### src/rtl/gfe_inv_seq_if.sv
// rtl/gfe_inv_seq_if.sv - operand/result handshake bundle for the GF(2^m) inverter
// The slave side is the inverter; the master side is the operand producer / result consumer.
interface gfe_inv_seq_if #(
  parameter int WIDTH = 13
);
  logic             din_valid;
  logic             din_ready;
  logic [WIDTH-1:0] din;
  logic             dout_valid;
  logic             dout_ready;
  logic [WIDTH-1:0] dout;
  logic             dout_nz;

  modport master (
    output din_valid, din, dout_ready,
    input  din_ready, dout_valid, dout, dout_nz
  );

  modport slave (
    input  din_valid, din, dout_ready,
    output din_ready, dout_valid, dout, dout_nz
  );
endinterface

### src/rtl/gfe_inv_seq.sv
// rtl/gfe_inv_seq.sv - iterative Fermat GF(2^m) inverter, one square and one multiply per cycle
// Result a^(2^m-2) is accumulated as the product of a^(2^i), i = 1..m-1.
module gfe_inv_seq #(
  parameter int               WIDTH = 13,
  parameter logic [WIDTH-1:0] POLY  = 13'h001B
) (
  input  logic          clk,
  input  logic          rst,
  gfe_inv_seq_if.slave  bus
);

  localparam int CW = $clog2(WIDTH);

  localparam logic [1:0] IDLE = 2'd0;
  localparam logic [1:0] RUN  = 2'd1;
  localparam logic [1:0] DONE = 2'd2;

  logic [1:0]       state_q, state_d;
  logic [WIDTH-1:0] sq_q, sq_d;
  logic [WIDTH-1:0] res_q, res_d;
  logic [CW-1:0]    cnt_q, cnt_d;
  logic             nz_q, nz_d;
  logic [WIDTH-1:0] sq_next;
  logic [WIDTH-1:0] res_next;

  // MSB-first shift-and-add; each shift folds x^WIDTH back in as POLY.
  function automatic logic [WIDTH-1:0] gf_mul(input logic [WIDTH-1:0] a,
                                               input logic [WIDTH-1:0] b);
    logic [WIDTH-1:0] r;
    r = '0;
    for (int i = WIDTH - 1; i >= 0; i--) begin
      r = {r[WIDTH-2:0], 1'b0} ^ (r[WIDTH-1] ? POLY : '0);
      if (b[i]) r = r ^ a;
    end
    return r;
  endfunction

  assign sq_next  = gf_mul(sq_q, sq_q);
  assign res_next = gf_mul(res_q, sq_next);

  always_comb begin
    state_d = state_q;
    sq_d    = sq_q;
    res_d   = res_q;
    cnt_d   = cnt_q;
    nz_d    = nz_q;
    case (state_q)
      IDLE: begin
        if (bus.din_valid) begin
          sq_d    = bus.din;
          res_d   = WIDTH'(1);
          cnt_d   = CW'(WIDTH - 1);
          nz_d    = |bus.din;
          state_d = RUN;
        end
      end
      RUN: begin
        sq_d  = sq_next;
        res_d = res_next;
        cnt_d = cnt_q - CW'(1);
        if (cnt_q == CW'(1)) state_d = DONE;
      end
      DONE: begin
        if (bus.dout_ready) state_d = IDLE;
      end
      default: state_d = IDLE;
    endcase
  end

  always_ff @(posedge clk) begin
    if (rst) begin
      state_q <= IDLE;
      sq_q    <= '0;
      res_q   <= '0;
      cnt_q   <= '0;
      nz_q    <= 1'b0;
    end else begin
      state_q <= state_d;
      sq_q    <= sq_d;
      res_q   <= res_d;
      cnt_q   <= cnt_d;
      nz_q    <= nz_d;
    end
  end

  assign bus.din_ready  = (state_q == IDLE);
  assign bus.dout_valid = (state_q == DONE);
  assign bus.dout       = res_q;
  assign bus.dout_nz    = nz_q;

endmodule
### src/flat_wrapper.sv
// flat-port wrapper written by rule: the top's interface ports become plain ports
module gfe_inv_seq_flat 
#(
  parameter int               WIDTH = 13,
  parameter logic [WIDTH-1:0] POLY  = 13'h001B
)
  (clk, rst, bus_din_valid, bus_din, bus_dout_ready, bus_din_ready, bus_dout_valid, bus_dout, bus_dout_nz);
  gfe_inv_seq_if #(.WIDTH(WIDTH)) bus_i ();
  input  logic clk;
  input  logic rst;
  input wire logic [$bits(bus_i.din_valid)-1:0] bus_din_valid;
  input wire logic [$bits(bus_i.din)-1:0] bus_din;
  input wire logic [$bits(bus_i.dout_ready)-1:0] bus_dout_ready;
  output wire logic [$bits(bus_i.din_ready)-1:0] bus_din_ready;
  output wire logic [$bits(bus_i.dout_valid)-1:0] bus_dout_valid;
  output wire logic [$bits(bus_i.dout)-1:0] bus_dout;
  output wire logic [$bits(bus_i.dout_nz)-1:0] bus_dout_nz;
  assign bus_i.din_valid = bus_din_valid;
  assign bus_i.din = bus_din;
  assign bus_i.dout_ready = bus_dout_ready;
  assign bus_din_ready = bus_i.din_ready;
  assign bus_dout_valid = bus_i.dout_valid;
  assign bus_dout = bus_i.dout;
  assign bus_dout_nz = bus_i.dout_nz;
  gfe_inv_seq #(.WIDTH(WIDTH), .POLY(POLY)) u_core (.clk(clk), .rst(rst), .bus(bus_i));
endmodule
### config.mk
export PLATFORM = sky130hd
export DESIGN_NAME = gfe_inv_seq_flat
export DESIGN_NICKNAME = d
export VERILOG_FILES = /design/src/rtl/gfe_inv_seq_if.sv /design/src/rtl/gfe_inv_seq.sv /design/src/flat_wrapper.sv
export SDC_FILE = /design/constraint.sdc
export NUM_CORES = 1
export LEC_CHECK = 0
export ABC_AREA = 1
export BUFFER_PORTS_ARGS = -buffer_cell sky130_fd_sc_hd__buf_4
export CAP_MARGIN = 40
export CORE_MARGIN = 5
export CORE_UTILIZATION = 55
export DETAILED_ROUTE_END_ITERATION = 6
export GPL_TIMING_DRIVEN = 0
export PLACE_DENSITY = 0.73
export RECOVER_POWER = 50
export SLEW_MARGIN = 30
export SYNTH_ARGS = -nofsm -noshare
export SYNTH_HDL_FRONTEND = slang
export SYNTH_SLANG_ARGS = --single-unit
### constraint.sdc
create_clock -name clk -period 3.05 [get_ports clk]
set_clock_uncertainty 0.05 [all_clocks]
set_input_delay 0.4575 -clock clk [delete_from_list [all_inputs] [get_ports clk]]
set_output_delay 0.4575 -clock clk [all_outputs]
set_load 0.03 [all_outputs]
Word level (Yosys, flattened, before mapping):

Index checks and enable logic that the tools add are counted.

* input port bits: 17
* word-level logic and storage cells: 126
* register bits after elaboration: 33

* reductions and logical operators: 6
* mux-type cells: 60
* bitwise gates (word level): 48
* equality and inequality tests: 6
* $add $sub $neg: 1

Operators by type and width (number)
* 13-bit bitwise XOR: 48
* 13-bit 2-to-1 mux: 28
* 5-bit 2-to-1 mux: 24
* 13-bit case mux with 2 select lines: 2
* 13-bit OR reduction: 1
* 4-bit case mux with 2 select lines: 1
* 2-bit 2-to-1 mux: 3
* 2-bit case mux with 3 select lines: 1
* 4-bit by 1-bit == test with 1-bit output (second input constant): 1
* 4-bit 2-to-1 mux: 1
* 2-bit inequality test (second input constant): 2
* 2-bit AND reduction: 2
* 4-bit by 1-bit subtractor with 4-bit output (second input constant): 1
* 3-bit AND reduction: 1
* 2-bit by 1-bit == test with 1-bit output (second input constant): 1
* 2-bit == test (second input constant): 1
* 2-bit logical NOT: 1
* 2-bit by 1-bit inequality test with 1-bit output (second input constant): 1
* 2-bit nonzero test: 1

Logic depth before layout (Yosys ltp):

* word-level depth: 99
* depth in mapped cells: 29
* mapped depth without buffers: 28

Least setup slack after synthesis:

Ideal clock, no wire load.

* path kind: reg2reg
* from: register u_core.sq_q[0]
* to: register u_core.res_q[10] (netlist: u_core.bus.dout[10])
* path slack: 517 ps
* setup time: 132 ps
* required time: 2868 ps
* arrival time: 2351 ps
* period minus slack after synthesis: 2533 ps
* cell stages (with the launch flop): 21
* path buffers: 1
* cell sequence: dfxtp_1 > inv_1 > ha_1 > inv_1 > nand2_1 > nand2_1 > nand3_2 > nand2_4 > buf_6 > nand2_2 > xnor2_1 > nand3b_1 > nand2_2 > xor2_1 > or2_1 > nand2_1 > inv_1 > nand2_1 > nand3_1 > nand3_1 > a21oi_1

* cells in the longest elaborated chain, start to end: 76

Ends and longest elaborated chain
* start: declaration: line gfe_inv_seq.sv:19 `logic [WIDTH-1:0] sq_q, sq_d;`
* start signal: assignment: line gfe_inv_seq.sv:79 `sq_q <= sq_d;`
* 13-bit 2-to-1 mux: line gfe_inv_seq.sv:33 `if (b[i]) r = r ^ a;`
* 13-bit bitwise XOR: line gfe_inv_seq.sv:32 `r = {r[WIDTH-2:0], 1'b0} ^ (r[WIDTH-1] ? POLY : '0);`
* 13-bit bitwise XOR: line gfe_inv_seq.sv:33
* 13-bit 2-to-1 mux: line gfe_inv_seq.sv:33
* 13-bit bitwise XOR: line gfe_inv_seq.sv:32
* 13-bit bitwise XOR: line gfe_inv_seq.sv:33
* 13-bit 2-to-1 mux: line gfe_inv_seq.sv:33
* 13-bit bitwise XOR: line gfe_inv_seq.sv:32
* (+60 left out)
* 13-bit 2-to-1 mux: line gfe_inv_seq.sv:33
* 13-bit bitwise XOR: line gfe_inv_seq.sv:32
* 13-bit bitwise XOR: line gfe_inv_seq.sv:33
* 13-bit 2-to-1 mux: line gfe_inv_seq.sv:33
* 13-bit bitwise XOR: line gfe_inv_seq.sv:32
* 13-bit bitwise XOR: line gfe_inv_seq.sv:33
* 13-bit 2-to-1 mux (*): line gfe_inv_seq.sv:33
* 13-bit case mux with 2 select lines (*): line gfe_inv_seq.sv:47 `case (state_q)`
* end signal: assignment: line gfe_inv_seq.sv:80 `res_q <= res_d;`
* end: declaration: line gfe_inv_seq.sv:20 `logic [WIDTH-1:0] res_q, res_d;`

Every way passes the cells marked *; elsewhere a longest branch is shown, timed or not.
A chain may end at the register's enable or synchronous reset.

Worst setup path in the final report:

* from: register u_core.sq_q[0]
* to: register u_core.res_q[4] (netlist: u_core.bus.dout[4])

* cells in the longest elaborated chain, start to end: 77

Ends and longest elaborated chain (line)
* 13-bit 2-to-1 mux: gfe_inv_seq.sv:33
* 13-bit bitwise XOR: gfe_inv_seq.sv:32
* 13-bit bitwise XOR: gfe_inv_seq.sv:33
* 13-bit 2-to-1 mux: gfe_inv_seq.sv:33
* 13-bit bitwise XOR: gfe_inv_seq.sv:32
* 13-bit bitwise XOR: gfe_inv_seq.sv:33
* 13-bit 2-to-1 mux: gfe_inv_seq.sv:33
* 13-bit bitwise XOR: gfe_inv_seq.sv:32
* (+61 left out)
* 5-bit 2-to-1 mux / 13-bit bitwise XOR (equally long branches): gfe_inv_seq.sv:32
* 13-bit bitwise XOR, on equally long branches: gfe_inv_seq.sv:32, gfe_inv_seq.sv:33
* 13-bit bitwise XOR / 13-bit 2-to-1 mux (equally long branches): gfe_inv_seq.sv:33
* 13-bit 2-to-1 mux / 5-bit 2-to-1 mux (equally long branches): gfe_inv_seq.sv:33, gfe_inv_seq.sv:32
* 13-bit bitwise XOR: gfe_inv_seq.sv:32
* 13-bit bitwise XOR: gfe_inv_seq.sv:33
* 13-bit 2-to-1 mux (*): gfe_inv_seq.sv:33
* 13-bit case mux with 2 select lines (*): gfe_inv_seq.sv:47

Marked as above.

==> impl_metrics.env <==
export IMPL_run_status="finished with violations"
export IMPL_violations_in_the_final_reports="design-rule violations"
export IMPL_max_clock_path_buffers=2
export IMPL_routabilityCongestion=0.963
export IMPL_worst_hold_startpoint="bus_din[6]"
export IMPL_critical_path_top_cell_by_count="nand3_1"
export IMPL_stdcell_count=1117
export IMPL_route_detailed_vias_per_inst=5.43
export IMPL_grt_antenna_before_repair=0
export IMPL_drt_wl_total_um=17500
export IMPL_critical_path_class="flop to flop"
export IMPL_first_global_vias=5373
export IMPL_grt_setup_unrepaired="yes"
export IMPL_syn2layout_area_growth_pct=17.2
export IMPL_post_synth_inst_count=946
export IMPL_port_buffer_count=31
export IMPL_io_pins=33
export IMPL_synth_edff_count=0
export IMPL_n_antenna_cell=0
export IMPL_path_buf_inv=4
export IMPL_post_route_cells_drive_above_1_share_pct=14.4
export IMPL_num_rows=35
export IMPL_synth_seq_area_share_pct=13.0
export IMPL_fillerInstances=943
export IMPL_slew_headroom_pct=56.6
export IMPL_vias=6063
export IMPL_hp_class="input port to flop"
export IMPL_final_cell_area_um2=5980
export IMPL_synth_flop_cell="dfxtp_1"
export IMPL_whs_ps=392
export IMPL_post_route_period_util_pct=98.0
export IMPL_grt_use_total_pct=30.1
export IMPL_drt_pass1_iterations=7
export IMPL_detailedRoute_firstIterationViolations=665
export IMPL_critical_path_slowest_cell="dfxtp_4"
export IMPL_synth_seq_cells=33
export IMPL_worst_path_largest_cell_delay_ps=360
export IMPL_clock_tree_htree_level_count=2
export IMPL_final_nets=1025
export IMPL_design_core_area_um2=9150
export IMPL_worstPathCellList="inv_4, ha_2, inv_1, nand2_1, nand2_2, nand3_4, nand2_4, buf_8, nand3_1, nand3_1, nand3_1, nand2_4, nand2_1, nand2_1, nand3_1, nand2_1, nand2_1, nand2_1, inv_1, nand3_1, nand3_1, nand3_1, a21oi_1"
export IMPL_number_of_hold_violations_in_the_final_report=0
export IMPL_hpwlAfterDp_um=12900
export IMPL_global_route_wire_length_before_repair_um=26800
export IMPL_drc=1
export IMPL_irDropWorstVdd_mv=0.379
export IMPL_finalCriticalPeriod_ps=2990
export IMPL_placed_cell_count=1088
export IMPL_synth_warnings=0
export IMPL_clock_insertion_delay_worst_skew_ps=270
export IMPL_worst_setup_path_end_kind="flop"
export IMPL_power_per_cell_area_nw_per_um2=991
export IMPL_timing_final_max_slew_violations=0
export IMPL_required_ps=3130
export IMPL_floorplan_initialDensity_pct=55.7
export IMPL_die_h_um=106
export IMPL_path_clk_slew_ps=70
export IMPL_syn_mean_instance_area_um2=5.39
export IMPL_maxCapViolCount=0
export IMPL_finalSetupViolations=0
export IMPL_die_area_um2=11300
export IMPL_area_sequential_um2=672
export IMPL_place_area_um2=5470
export IMPL_setup_tns_ps=0
export IMPL_p_leak_nw=3.01
export IMPL_timing_worst_slew_pin_value_ps=650
export IMPL_global_route_overflow_total=0
export IMPL_worst_setup_path_start_kind="flop"
export IMPL_netlist_area_um2=5100
export IMPL_cts_num_sinks=33
export IMPL_grt_max_degree=11
export IMPL_worst_endpoint_arrival_ps=3070
export IMPL_top_family_by_delay_on_critical_path="simple AND/OR/NAND/NOR gates"
export IMPL_numCtsBuffers=5
export IMPL_cp_startpoint="u_core.sq_q[0]"
export IMPL_chipWidth_um=106
export IMPL_cts_tree="built"
export IMPL_synth_cell_types=43
export IMPL_power_total_w=0.00592
export IMPL_synthesis_nets=966
export IMPL_area_occupied_by_multi_input_gates_um2=4010
export IMPL_routed_wire_length_per_instance_um=15.7
export IMPL_ant_nets=0
export IMPL_postSynth_asyncResetShare_pct=0
export IMPL_worstPathMaxFanout=5
export IMPL_master_cell_of_the_clock_root_buffer="clkbuf_8"
export IMPL_achievable_clock_frequency_mhz=334
export IMPL_worstReg2RegStart="u_core.sq_q[0]"
## timing repair
item | CTS | global route
buffers inserted | 4 | 14
endpoints found under the setup margin | 5 | 13
hold buffers | 0 | 0
pin swaps | 2 | 19
gates resized for setup | 2 | 64
cloned | 0 | 3
## worst min-delay path, stage by stage
cell,delay (ps)
buf_4,90
a221oi_1,60
nor2_1,80
## final timing paths
kind | endpoint | depth (start not counted) | slack (ps)
worst max register to register | u_core.bus.dout[4] | 23 | 60
worst max-delay path | u_core.bus.dout[4] | 23 | 60
worst min-delay path | u_core.sq_q[6] | 3 | 390
worst min register to register | u_core.cnt_q[3] | 1 | 430
## layer usage
metal | track usage (%) | vias up | share of wire [%]
li1 | - | 3024 | -
met1 | 38.7 | 2673 | 42
met2 | 50.3 | 304 | 45
met3 | 4.13 | 62 | 8.6
met4 | 13.0 | 0 | 4.2
met5 | 0 | - | 0
## report_power, final
part / internal, W / leakage [nW] / total (W) / switching, W
logic: 0.00174 / 2.67 / 0.00487 / 0.00313
clock network: 0.000266 / 0.0585 / 0.000423 / 0.000157
registers: 0.000520 / 0.274 / 0.000630 / 0.000110
total: 0.00252 / 3.01 / 0.00592 / 0.00340
## metrics by stage
stage	util [%]	setup slack, ps
final	65.3	59.7
after global routing	65.3	-69.2
after CTS	61.5	1.77
after detailed placement	59.8	-28.8
after global placement	59.8	6.07
after floorplan	-	517
## registers in the layout (all words and copies together), names as in the netlist
signal	cells
u_core.bus.dout	13
u_core.sq_q	13
u_core.cnt_q	4
u_core.state_q	2
u_core.bus.dout_nz	1
## cells by family (layout without fill, tap and decap cells)
group | after synthesis | after routing | synth area share [%]
flip-flops | 33 | 33 | 13.0
AND/OR/NAND/NOR | 609 | 611 | 50.9
buffers and inverters | 160 | 218 | 13.0
XOR/XNOR | 93 | 93 | 17.0
AO/OA/AOI/OAI | 48 | 48 | 5.42
adder cells (fa/ha/maj) | 3 | 3 | 0.736
## cells in the mapped netlist, types with 6 or more instances
library cell	number	area, um2
a21oi_1	18	90.1
a31oi_1	9	56.3
buf_2	12	60.1
clkbuf_1	12	45.0
clkinv_1	6	22.5
dfxtp_1	33	661
inv_1	116	435
nand2_1	343	1290
nand2_2	12	75.1
nand3_1	93	465
nand3b_1	13	97.6
nand4_1	10	62.6
nor2_1	114	428
o21ai_0	9	45.0
xnor2_1	28	245
xor2_1	60	526
## placed cells by master (no fill, tap or decap), drive strengths merged
cell	netlist	routed
nand2	358	360
inv	121	121
nor2	117	117
nand3	96	96
xor2	61	61
buf	21	55
clkbuf	12	35
dfxtp	33	33
xnor2	30	30
a21oi	18	18
nand3b	14	14
o21ai	14	14
nand4	10	10
a31oi	9	9
or2	7	7
nor3	4	4
clkinvlp	0	4
ha	3	3
clkinv	6	2
nor4	2	2
o211ai	2	2
o221ai	2	2
xnor3	2	2
o21bai	1	1
a211oi	1	1
a221oi	1	1
nand2b	1	1
bufinv	0	1
## final cells by class
class	instances	area share (%)
Sequential cell	33	11.2
Multi-Input combinational cell	755	67.1
Clock inverter	1	0.503
Inverter	127	8.31
Timing Repair Buffer	50	5.84
Clock buffer	7	1.44
Tap cell	111	2.32
Buffer	33	3.22
Power figures use the tool's default switching activity.
